[config.mk]
export PLATFORM = sky130hd
export DESIGN_NAME = gpio_input_debounce
export DESIGN_NICKNAME = d
export VERILOG_FILES = /design/src/rtl/gpio_input_debounce.sv
export SDC_FILE = /design/constraint.sdc
export NUM_CORES = 1
export LEC_CHECK = 0
export BUFFER_PORTS_ARGS = -buffer_cell sky130_fd_sc_hd__clkbuf_2
export CORE_ASPECT_RATIO = 1.4
export CORE_MARGIN = 2
export CORE_UTILIZATION = 43
export CTS_CLUSTER_SIZE = 30
export DETAILED_ROUTE_END_ITERATION = 6
export PLACE_DENSITY_LB_ADDON = 0.15
export SLEW_MARGIN = 15
export SYNTH_ARGS = -nofsm -noshare
export SYNTH_HDL_FRONTEND = slang
export SYNTH_SLANG_ARGS = --single-unit
[constraint.sdc]
create_clock -name CLK -period 2.95 [get_ports CLK]
set_clock_uncertainty 0.2 [all_clocks]
set_input_delay 0.1475 -clock CLK [delete_from_list [all_inputs] [get_ports CLK]]
set_output_delay 0.1475 -clock CLK [all_outputs]
set_load 0.01 [all_outputs]
[src/rtl/gpio_input_debounce.sv]
// Button input conditioning: 2-flop synchroniser, per-channel counter debouncer,
// registered rise/fall pulses, sticky pending flags and a combined interrupt line.
module gpio_input_debounce #(
    parameter int unsigned            NUM_INPUTS      = 8,
    parameter int unsigned            DEBOUNCE_CYCLES = 251250,
    parameter logic [NUM_INPUTS-1:0]  RESET_LEVEL     = '0
) (
    input  logic                  CLK,
    input  logic                  RSTb,
    input  logic [NUM_INPUTS-1:0] PINS_IN,
    output logic [NUM_INPUTS-1:0] PINS_OUT,
    output logic [NUM_INPUTS-1:0] RISE,
    output logic [NUM_INPUTS-1:0] FALL,
    input  logic [NUM_INPUTS-1:0] RISE_EN,
    input  logic [NUM_INPUTS-1:0] FALL_EN,
    input  logic [NUM_INPUTS-1:0] PEND_CLR,
    output logic [NUM_INPUTS-1:0] PENDING,
    output logic                  IRQ
);

    localparam int unsigned     CntW   = $clog2(DEBOUNCE_CYCLES);
    // Count value at which a differing input is accepted.
    localparam logic [CntW-1:0] CntMax = CntW'(DEBOUNCE_CYCLES - 1);

    logic [NUM_INPUTS-1:0] sync1_q, sync2_q;
    logic [NUM_INPUTS-1:0] level_q, level_d;
    logic [NUM_INPUTS-1:0] rise_q, rise_d;
    logic [NUM_INPUTS-1:0] fall_q, fall_d;
    logic [NUM_INPUTS-1:0] pend_q, pend_d;
    logic                  irq_q;
    logic [CntW-1:0]       cnt_q [NUM_INPUTS];
    logic [CntW-1:0]       cnt_d [NUM_INPUTS];

    // Two-flop synchroniser for the asynchronous pad inputs.
    always_ff @(posedge CLK or negedge RSTb) begin
        if (!RSTb) begin
            sync1_q <= RESET_LEVEL;
            sync2_q <= RESET_LEVEL;
        end else begin
            sync1_q <= PINS_IN;
            sync2_q <= sync1_q;
        end
    end

    // Per-channel stability counter; any sample matching the current level restarts the window.
    always_comb begin
        level_d = level_q;
        rise_d  = '0;
        fall_d  = '0;
        for (int unsigned i = 0; i < NUM_INPUTS; i++) begin
            cnt_d[i] = cnt_q[i];
            if (sync2_q[i] == level_q[i]) begin
                cnt_d[i] = '0;
            end else if (cnt_q[i] == CntMax) begin
                level_d[i] = sync2_q[i];
                cnt_d[i]   = '0;
                rise_d[i]  = sync2_q[i];
                fall_d[i]  = ~sync2_q[i];
            end else begin
                cnt_d[i] = cnt_q[i] + CntW'(1);
            end
        end
    end

    // Pending flags act on the registered edge pulses; a set in the same cycle as a clear wins.
    always_comb begin
        pend_d = (pend_q & ~PEND_CLR) | (rise_q & RISE_EN) | (fall_q & FALL_EN);
    end

    // Debounce state, edge pulses, pending flags and interrupt registers.
    always_ff @(posedge CLK or negedge RSTb) begin
        if (!RSTb) begin
            level_q <= RESET_LEVEL;
            rise_q  <= '0;
            fall_q  <= '0;
            pend_q  <= '0;
            irq_q   <= 1'b0;
            for (int unsigned i = 0; i < NUM_INPUTS; i++) begin
                cnt_q[i] <= '0;
            end
        end else begin
            level_q <= level_d;
            rise_q  <= rise_d;
            fall_q  <= fall_d;
            pend_q  <= pend_d;
            irq_q   <= |pend_d;
            for (int unsigned i = 0; i < NUM_INPUTS; i++) begin
                cnt_q[i] <= cnt_d[i];
            end
        end
    end

    assign PINS_OUT = level_q;
    assign RISE     = rise_q;
    assign FALL     = fall_q;
    assign PENDING  = pend_q;
    assign IRQ      = irq_q;

endmodule

==> results of run 1 <==
==> cells by family after synthesis <==
group,synth area share
compound gates,0.06004
xor+xnor,0.1072
fa+ha+maj,0.02208
buf+inv,0.02305
flops,0.5328
mux,0.01077
simple gates,0.2440
==> cells in the final DEF (no fill, tap or decap), types with 5 or more instances in the layout <==
master         instances
dlygate4sd3_1         26
xor2_1                35
xnor2_1               76
clkbuf_2              65
ha_1                  16
o21ai_0               16
nor4b_1                6
nor2_1               135
nor3b_1               16
or3_1                  7
clkbuf_16             17
inv_1                 32
or4_1                 14
or3b_2                 5
o41ai_1                5
nor3_1                25
dfrtp_1              193
nand3_1               53
a21oi_1               25
nand2_1               47
and3_1                 5
mux2_2                 6
o31ai_1               10
and4_1                11
nor4_1                27
nand4_1               43
a22oi_1                8
buf_4                  7
==> power by group through the flow <==
stage | registers [W] | clock network, W | logic [W]
2_1_floorplan | 0.00276 | 0 | 0.000101
6_report | 0.00273 | 0.00236 | 0.000209
3_5_place_dp | 0.00278 | 0 | 0.000198
3_3_place_gp | 0.00277 | 0 | 0.000198
5_1_grt | 0.00273 | 0.00254 | 0.000243
4_1_cts | 0.00273 | 0.00244 | 0.000217
==> stage by stage <==
step / utilization / hold slack [ns] / setup WS, ns
2_1_floorplan: - / -0.3481 / 0.8212
3_3_place_gp: 0.4714 / -0.03453 / 0.7057
3_5_place_dp: 0.4714 / -0.03662 / 0.6953
4_1_cts: 0.5134 / 0.06033 / 0.5523
5_1_grt: 0.5134 / 0.08934 / 0.4375
6_report: 0.5134 / 0.04799 / 0.5134
==> sequential cells by signal, indices dropped and copies added, names as in the netlist <==
register  cells
FALL          8
IRQ           1
PENDING       8
PINS_OUT      8
RISE          8
cnt_q       144
sync1_q       8
sync2_q       8
==> metal layers <==
metal  share of wire  global-route usage  wire, um
met1            0.48              0.2202      8336
met5               0                   0         0
met2            0.48              0.2860      8352
met4           0.016             0.05952       286
met3           0.031             0.03290       551
==> final timing paths <==
| path | to | slack [ns] |
|---|---|---|
| min in group CLK | IRQ | 0.08 |
| setup / recovery | PENDING[5] | 0.51 |
| hold / removal | cnt_q[106] | 0.05 |
| max in group asynchronous | cnt_q[123] | 1.77 |
| hold reg to reg | sync2_q[0] | 0.15 |
| setup reg to reg | PENDING[5] | 0.51 |
==> final cells by class <==
type | count | area [sq um] | share of cell area
inverters | 32 | 120.1 | 0.01134
well taps | 256 | 320.3 | 0.03024
repair buffers | 101 | 691.9 | 0.06531
multi-input cells | 627 | 4026 | 0.3801
flip-flops and latches | 193 | 4830 | 0.4559
clock inverters | 9 | 131.4 | 0.01240
clock buffers | 22 | 474.2 | 0.04476
==> key figures, run 1 <==
Critical path
  • Top delay family on crit path: buffers and inverters
  • Critical path's largest stage delay: 0.72 ns
  • Crit Path Max Fanout: 2
  • Critical Path AT: 2.53 ns
  • Critical Path RT: 3.05 ns
  • Startpoint Class: flop
  • R2R Path Start: RISE[5]
  • Crit. path cell count: 4
  • Critical path cell sequence: a22oi_1, dlygate4sd3_1, o21ai_0, dlygate4sd3_1
  • Worst path slowest cell: dlygate4sd3_1
  • Reg2reg path depth: 4
  • Buf/Inv on CP: 2
  • CP startpoint: RISE[5]
  • CP endpoint kind: flop
  • Critical Path Most Common Cell: dlygate4sd3_1
  • Setup CP Type: reg -> reg

Route
  • Wire per inst: 14.13 um
  • Via density: 5.271
  • WL final: 17530 um
  • Drt initial violations: 270
  • Final ANT Viol Nets: 0
  • Remaining DRCs: 0
  • Pre-antenna DRT Iters: 5
  • DR vias: 6536

Clock tree
  • CTS resizes: 0
  • CTS Hold Bufs: 26
  • Htree depth: 4
  • Post-CTS Setup Bufs: 0
  • CTS Buf Count: 17
  • Deepest clock path buffer count: 2
  • Clk root buf: clkbuf_16
  • CTS tree: done
  • Clock transition at the registers of the reported paths: 0.07 ns
  • Clk_lat worst skew: 0.43 ns
  • Clock Sinks: 193

STA
  • Final setup vio count: 0
  • Max-slew headroom: 0.4963
  • Max Clk Rate: 410.4 MHz
  • RSZ-0062 raised after global routing: false
  • Final Cycle Share: 0.8260
  • Setup TNS Final: 0 ns
  • Hold violation total from the final report: 0
  • Final worst path period need: 2.437 ns
  • Final Max Tran Viols: 0
  • Worst slew pin tran: 0.7476 ns

Pwr
  • Switch share: 0.2145
  • Overall power: 0.005299 W
  • Int Pwr: 0.004162 W
  • Clock share of power: 0.446
  • Reg power frac: 0.515
  • Leak: 4.392 nW
  • Worst vdd ir: 0.4035 mV
  • P_sw: 0.001137 W
  • Logic pwr share: 0.039
  • Power density over cell area: 500.2 mW/mm^2

Synthesis
  • Most instantiated cells after synthesis: dfrtp_1, nor2_1, xnor2_1, nand3_1, nand2_1
  • Seq/Total Area, Yosys: 0.5328
  • Post-synth top area share: 0.5328
  • Dominant synthesized flop cell: dfrtp_1
  • Synthesized area: 0.009065 sq mm
  • Flops & latches, synth: 193
  • Yosys top cell by area: dfrtp_1
  • Gate Count Post-Synth: 870
  • Most common cell in the netlist: dfrtp_1
  • Post-synth net total: 920
  • Area contributors post-synth: dfrtp_1, xnor2_1, nor2_1
  • Post-synth ARST share: 1.000
  • Synth cell types: 48
  • Number of synthesized flops with an enable pin: 0
  • Synthesized area per cell: 10.42 sq um
  • Synth Warn #: 0

Flow run
  • Max-capacitance violation count: 0

Floorplanning
  • Core Footprint: 0.02063 sq mm
  • Die X: 126.7 um
  • Num ports: 67
  • Die ar.: 0.02228 sq mm
  • Row count: 62
  • Initial Utilization: 0.4393
  • Die height: 175.8 um

Run status
  • Status: finished, final reports clean

Global route
  • Initial antenna violation count: 0
  • Global Route Usage Sum: 0.1700
  • Vias in the first global route: 6653
  • Total grt overflow: 0
  • First-pass GRT wire length: 31040 um
  • Largest net degree at the start of global routing: 72

Placement
  • Area after DPL: 0.009728 sq mm
  • Placed Instances: 1183
  • Routability congestion estimate: 0.8150
  • Placed wire-length estimate: 12040 um
  • IO Port Bufs: 66

Cells and area
  • NumNets Final: 1022
  • Final Cell Area: 0.01059 sq mm
  • Fillcell total: 1861
  • Area Overhead vs Synth: 16.87%
  • Layout cells sized above 1: 0.1382
  • Number of diodes: 0
  • Fin cells: 1240

Min path
  • HP Class: in -> async
(Power assumes the default switching activity.)
==> inputs of run 2 (changes only) <==
==> constraint.sdc (replaced) <==
create_clock -name CLK -period 2.4 [get_ports CLK]
set_clock_uncertainty 0.2 [all_clocks]
set_input_delay 0.12 -clock CLK [delete_from_list [all_inputs] [get_ports CLK]]
set_output_delay 0.12 -clock CLK [all_outputs]
set_load 0.01 [all_outputs]
==> key figures, run 2 (same netlist as run 1, synthesis figures left out) <==
Critical path
  • Critical Path AT: 2.36 ns (was 2.53 ns)
  • Critical path cell sequence: ha_1, nand4_1, nor4_1, or3b_2, a21oi_1 (was a22oi_1, dlygate4sd3_1, o21ai_0, dlygate4sd3_1)
  • Worst path slowest cell: or3b_2 (was dlygate4sd3_1)
  • Critical path's largest stage delay: 0.47 ns (was 0.72 ns)
  • Setup CP Type: reg -> reg (unchanged)
  • Crit Path Max Fanout: 5 (was 2)
  • Critical Path RT: 2.54 ns (was 3.05 ns)
  • Buf/Inv on CP: 0 (was 2)
  • Top delay family on crit path: simple AND/OR/NAND/NOR gates (was buffers and inverters)
  • Startpoint Class: flop (unchanged)
  • CP endpoint kind: flop (unchanged)

Pwr
  • Int Pwr: 0.005119 W (was 0.004162 W)
  • Worst vdd ir: 0.4610 mV (was 0.4035 mV)
  • Switch share: 0.2124 (was 0.2145)
  • Leak: 4.448 nW (was 4.392 nW)
  • Power density over cell area: 608.5 mW/mm^2 (was 500.2 mW/mm^2)
  • Reg power frac: 0.516 (was 0.515)
  • P_sw: 0.001381 W (was 0.001137 W)
  • Clock share of power: 0.443 (was 0.446)
  • Logic pwr share: 0.041 (was 0.039)

Min path
  • HP Class: in -> async (unchanged)

Cells and area
  • Area Overhead vs Synth: 17.83% (was 16.87%)
  • NumNets Final: 1034 (was 1022)
  • Util after Layout: 0.5176 (was 0.5134)
  • Layout cells sized above 1: 0.1487 (was 0.1382)
  • Most frequent cells in the layout: dfrtp_1, nor2_1, xnor2_1, clkbuf_2, nand3_1 (unchanged)
  • Final Cell Area: 0.01068 sq mm (was 0.01059 sq mm)
  • Commonest non-fill, non-tap cell in the layout: dfrtp_1 (unchanged)
  • Number of diodes: 0 (unchanged)
  • Most flop-heavy register: cnt_q (unchanged)
  • Max reg flops: 144 (unchanged)
  • Fillcell total: 1869 (was 1861)

Route
  • Wire per inst: 14.05 um (was 14.13 um)
  • DR vias: 6631 (was 6536)
  • Drt initial violations: 346 (was 270)
  • Remaining DRCs: 0 (unchanged)
  • Final ANT Viol Nets: 0 (unchanged)
  • Pre-antenna DRT Iters: 4 (was 5)
  • WL final: 17580 um (was 17530 um)
  • Via density: 5.301 (was 5.271)

Global route
  • Global Route Usage Sum: 0.1688 (was 0.1700)
  • Grt met1 use: 0.2225 (was 0.2202)
  • Global routing's busiest layer: met2 (unchanged)
  • Total grt overflow: 0 (unchanged)
  • Vias in the first global route: 6611 (was 6653)
  • GR Layer Usage met3: 0.03594 (was 0.03290)
  • First-pass GRT wire length: 31060 um (was 31040 um)
  • Largest net degree at the start of global routing: 56 (was 72)
  • Met2 Use GR: 0.2845 (was 0.2860)
  • Initial antenna violation count: 0 (unchanged)

Clock tree
  • Clk_lat worst skew: 0.42 ns (was 0.43 ns)
  • Clock transition at the registers of the reported paths: 0.07 ns (about the same)
  • Htree depth: 4 (unchanged)
  • Clk root buf: clkbuf_16 (unchanged)
  • CTS Buf Count: 17 (unchanged)
  • CTS tree: done (unchanged)
  • Clock Sinks: 193 (unchanged)
  • Deepest clock path buffer count: 2 (unchanged)
  • CTS resizes: 0 (unchanged)
  • Post-CTS Setup Bufs: 0 (unchanged)

STA
  • Setup TNS Final: 0 ns (unchanged)
  • Max-slew headroom: 0.4868 (was 0.4963)
  • Worst slew pin tran: 0.7618 ns (was 0.7476 ns)
  • Final worst path period need: 2.215 ns (was 2.437 ns)
  • Max Clk Rate: 451.6 MHz (was 410.4 MHz)
  • Hold slack: -0.002457 ns (was 0.04799 ns)
  • Hold violation total from the final report: 3 (was 0)
  • Final setup vio count: 0 (unchanged)
  • Final Max Tran Viols: 0 (unchanged)
  • Final Cycle Share: 0.9227 (was 0.8260)
  • RSZ-0062 raised after global routing: false (unchanged)

Placement
  • Area after DPL: 0.009818 sq mm (was 0.009728 sq mm)
  • IO Port Bufs: 66 (unchanged)
  • Placed wire-length estimate: 12220 um (was 12040 um)
  • Routability congestion estimate: 0.8386 (was 0.8150)

Flow run
  • Max-capacitance violation count: 0 (unchanged)

Floorplanning
  • Core Footprint: 0.02063 sq mm (unchanged)
  • Die X: 126.7 um (unchanged)
  • Die height: 175.8 um (unchanged)
  • Die ar.: 0.02228 sq mm (unchanged)
  • Num ports: 67 (unchanged)
  • Initial Utilization: 0.4393 (unchanged)
  • Row count: 62 (unchanged)

Run status
  • Status: complete, but fails checks (was finished, final reports clean)
  • Violated checks: hold timing
[run 2: cell type report]
type / count / area, sq um / area share
clock buffers: 21 / 470.5 / 0.04404
clock inverters: 9 / 132.6 / 0.01242
inverters: 32 / 120.1 / 0.01125
multi-input cells: 627 / 4026 / 0.3769
flip-flops and latches: 193 / 4830 / 0.4521
well taps: 256 / 320.3 / 0.02999
repair buffers: 113 / 782.0 / 0.07321
[run 2: stage by stage]
step / worst slack, ns / hold slack [ns] / instances / power, W
after floorplan: 0.2712 / -0.3756 / 870 / 0.003518
after global placement: 0.2501 / -0.1038 / 1195 / 0.003662
after detailed placement: 0.1781 / -0.09608 / 1195 / 0.003666
after CTS: 0.1697 / 0.005660 / 1251 / 0.006610
after global routing: 0.007788 / 0.02937 / 1251 / 0.006795
final: 0.1854 / -0.002457 / 1251 / 0.006500
[run 2: power by group through the flow]
stage,clock network (W),logic (W),registers [W]
after floorplan,0,0.000124,0.00339
after global placement,0,0.000252,0.00341
after detailed placement,0,0.000253,0.00341
after CTS,0.00298,0.000277,0.00335
after global routing,0.00313,0.000309,0.00336
final,0.00288,0.000267,0.00335
[run 2: per-layer routing]
layer  vias up  part of all wire
met4         0             0.010
li1       3310                 -
met5         -                 0
met2       100              0.49
met1      3208              0.47
met3        13             0.031
[run 2: repair_timing]
action / in CTS / in global routing
hold buffers: 26 / 0
setup endpoints to repair: 0 / 0
hold endpoints to repair: 210 / 0
[run 2: path summary, 6_finish.rpt]
check	end	from	slack [ns]	depth (start not counted)
max in group asynchronous	cnt_q[1]	RSTb	1.30	3
worst max register to register	cnt_q[70]	cnt_q[54]	0.19	5
worst min register to register	sync2_q[1]	sync1_q[1]	0.15	0
worst max-delay path	cnt_q[70]	cnt_q[54]	0.19	5
min in group CLK	IRQ	FALL_EN[5]	0.10	5
worst min-delay path	cnt_q[107]	RSTb	-0.002	2
==> inputs of run 3 (changes only) <==
--- a/config.mk
+++ b/config.mk
@@ -11,6 +11,7 @@
 export CORE_UTILIZATION = 43
 export CTS_CLUSTER_SIZE = 30
 export DETAILED_ROUTE_END_ITERATION = 6
+export HOLD_SLACK_MARGIN = 0.08
 export PLACE_DENSITY_LB_ADDON = 0.15
 export SLEW_MARGIN = 15
 export SYNTH_ARGS = -nofsm -noshare
==> key figures, run 3 (same netlist as run 1, synthesis figures left out) <==
Placement
  • Pre-CTS setup slack: 0.1781 ns (unchanged)
  • IO Port Bufs: 66 (unchanged)
  • Routability congestion estimate: 0.8386 (unchanged)
  • Placed wire-length estimate: 12220 um (unchanged)

Cells and area
  • Commonest non-fill, non-tap cell in the layout: dfrtp_1 (unchanged)
  • Fillcell total: 1867 (was 1869)
  • NumNets Final: 1035 (was 1034)
  • Number of diodes: 0 (unchanged)
  • Multi-input combinational cell area: 0.004026 sq mm (unchanged)
  • Most frequent cells in the layout: dfrtp_1, nor2_1, xnor2_1, clkbuf_2, nand3_1 (unchanged)
  • Area Overhead vs Synth: 18.14% (was 17.83%)
  • FF/Latch Area: 0.004830 sq mm (unchanged)
  • Most flop-heavy register: cnt_q (unchanged)
  • Layout cells sized above 1: 0.1496 (was 0.1487)
  • Max reg flops: 144 (unchanged)

Critical path
  • Crit Path Max Fanout: 5 (unchanged)
  • Setup CP Type: reg -> reg (unchanged)
  • Critical Path RT: 2.54 ns (about the same)
  • Critical path cell sequence: ha_1, nand4_1, nor4_1, or3b_2, a21oi_1 (unchanged)
  • R2R Path Start: cnt_q[54] (unchanged)
  • Reg2reg path depth: 5 (unchanged)
  • Startpoint Class: flop (unchanged)
  • CP endpoint kind: flop (unchanged)
  • Crit Reg-Reg Endpoint: cnt_q[70] (unchanged)
  • Reg-to-reg slack, setup: 0.19 ns (about the same)
  • Critical path's largest stage delay: 0.47 ns (about the same)
  • Critical Path AT: 2.36 ns (about the same)
  • Worst path slowest cell: or3b_2 (unchanged)

Global route
  • First-pass GRT wire length: 31250 um (was 31060 um)
  • Vias in the first global route: 6612 (was 6611)
  • Initial antenna violation count: 0 (unchanged)
  • Total grt overflow: 0 (unchanged)
  • Largest net degree at the start of global routing: 56 (unchanged)
  • Global Route Usage Sum: 0.1703 (was 0.1688)

Floorplanning
  • Core Footprint: 0.02063 sq mm (unchanged)
  • Num ports: 67 (unchanged)
  • Initial Utilization: 0.4393 (unchanged)
  • Die height: 175.8 um (unchanged)
  • Die X: 126.7 um (unchanged)
  • Die ar.: 0.02228 sq mm (unchanged)
  • Row count: 62 (unchanged)

Flow run
  • Max-capacitance violation count: 0 (unchanged)

Pwr
  • Power density over cell area: 608.1 mW/mm^2 (was 608.5 mW/mm^2)
  • Overall power: 0.006512 W (was 0.006500 W)
  • Leak: 4.461 nW (was 4.448 nW)
  • Worst vdd ir: 0.4614 mV (was 0.4610 mV)

STA
  • Max Clk Rate: 451.6 MHz (about the same)
  • RSZ-0062 raised after global routing: false (unchanged)
  • Final Cycle Share: 0.9227 (about the same)
  • Setup WS post-layout: 0.1854 ns (about the same)
  • Final setup vio count: 0 (unchanged)
  • Hold violation total from the final report: 0 (was 3)
  • Worst slew pin tran: 0.7075 ns (was 0.7618 ns)
  • Final Max Tran Viols: 0 (unchanged)
  • Final worst path period need: 2.215 ns (about the same)
  • Setup TNS Final: 0 ns (unchanged)
  • Max-slew headroom: 0.5233 (was 0.4868)

Min path
  • Hold Startpoint: FALL_EN[7]
  • Cell count of the worst hold path: 5
  • Worst Hold Endpoint: IRQ
  • HP Class: in -> reg (was in -> async)

Route
  • Wire per inst: 14.20 um (was 14.05 um)
  • Pre-antenna DRT Iters: 4 (unchanged)
  • Remaining DRCs: 0 (unchanged)
  • Drt initial violations: 357 (was 346)
  • Final ANT Viol Nets: 0 (unchanged)
  • WL final: 17770 um (was 17580 um)
  • DR vias: 6608 (was 6631)
  • Via density: 5.278 (was 5.301)

Run status
  • Status: finished, final reports clean (was complete, but fails checks)

Clock tree
  • Clock transition at the registers of the reported paths: 0.07 ns (about the same)
  • Post-CTS Setup Bufs: 0 (unchanged)
  • Clock Sinks: 193 (unchanged)
  • CTS resizes: 0 (unchanged)
  • Htree depth: 4 (unchanged)
  • Clk_lat worst skew: 0.42 ns (about the same)
  • Clk root buf: clkbuf_16 (unchanged)
  • CTS Buf Count: 17 (unchanged)
  • CTS tree: done (unchanged)
  • Deepest clock path buffer count: 2 (unchanged)
run 3: metrics by stage:
| stage | cells | hold WS (ns) | cell area [sq um] | utilization |
|---|---|---|---|---|
| after floorplan | 870 | -0.3756 | 9065 | - |
| final | 1252 | 0.1016 | 10710 | 0.5190 |
| after CTS | 1252 | 0.08013 | 10710 | 0.5190 |
| after global routing | 1252 | 0.1296 | 10710 | 0.5190 |
| after global placement | 1195 | -0.1038 | 9818 | 0.4758 |
| after detailed placement | 1195 | -0.09608 | 9818 | 0.4758 |
run 3: how the worst max path moves through the flow:
stage | startpoint | to | slack, ns
5_1_grt | cnt_q[72] | cnt_q[88] | 0.008
3_5_place_dp | cnt_q[36] | cnt_q[52] | 0.18
4_1_cts | cnt_q[54] | cnt_q[70] | 0.17
3_3_place_gp | cnt_q[54] | cnt_q[70] | 0.25
2_1_floorplan | cnt_q[56] | PINS_OUT[4] | 0.27
6_report | cnt_q[54] | cnt_q[70] | 0.19
run 3: worst max-delay path: cells and delay by family, from the launching register on:
family,cells,cell delay (ns)
AOI/OAI and AO/OA,1,0.16
adders and majority gates,1,0.24
DFF,1,0.41
and+or+nand+nor,3,1.12
run 3: power breakdown:
| part | switching, W | total, W | internal (W) | leakage (nW) |
|---|---|---|---|---|
| sequential | 0.0000521 | 0.00335 | 0.00330 | 2.64 |
| clock | 0.00118 | 0.00289 | 0.00171 | 0.291 |
| combinational | 0.000161 | 0.000274 | 0.000114 | 1.53 |
| total | 0.00139 | 0.00651 | 0.00512 | 4.46 |
run 3: cell type report:
| class | instances | share of cell area |
|---|---|---|
| Inverter | 32 | 0.01122 |
| Tap cell | 256 | 0.02991 |
| Multi-Input combinational cell | 627 | 0.3760 |
| Sequential cell | 193 | 0.4510 |
| Clock buffer | 21 | 0.04393 |
| Clock inverter | 9 | 0.01238 |
| Timing Repair Buffer | 114 | 0.07559 |
run 3: repair_timing:
item	4_1_cts	5_1_grt
hold endpoints to repair	210	0
endpoints found under the setup margin	0	0
hold buffers	27	0
run 3: routing by layer:
layer | up-vias | part of all wire | global-route usage | wire length [um]
met5 | - | 0 | 0 | 0
met3 | 11 | 0.030 | 0.03594 | 541
li1 | 3313 | - | - | -
met1 | 3187 | 0.47 | 0.2253 | 8335
met2 | 97 | 0.49 | 0.2863 | 8725
met4 | 0 | 0.0097 | 0.04441 | 172
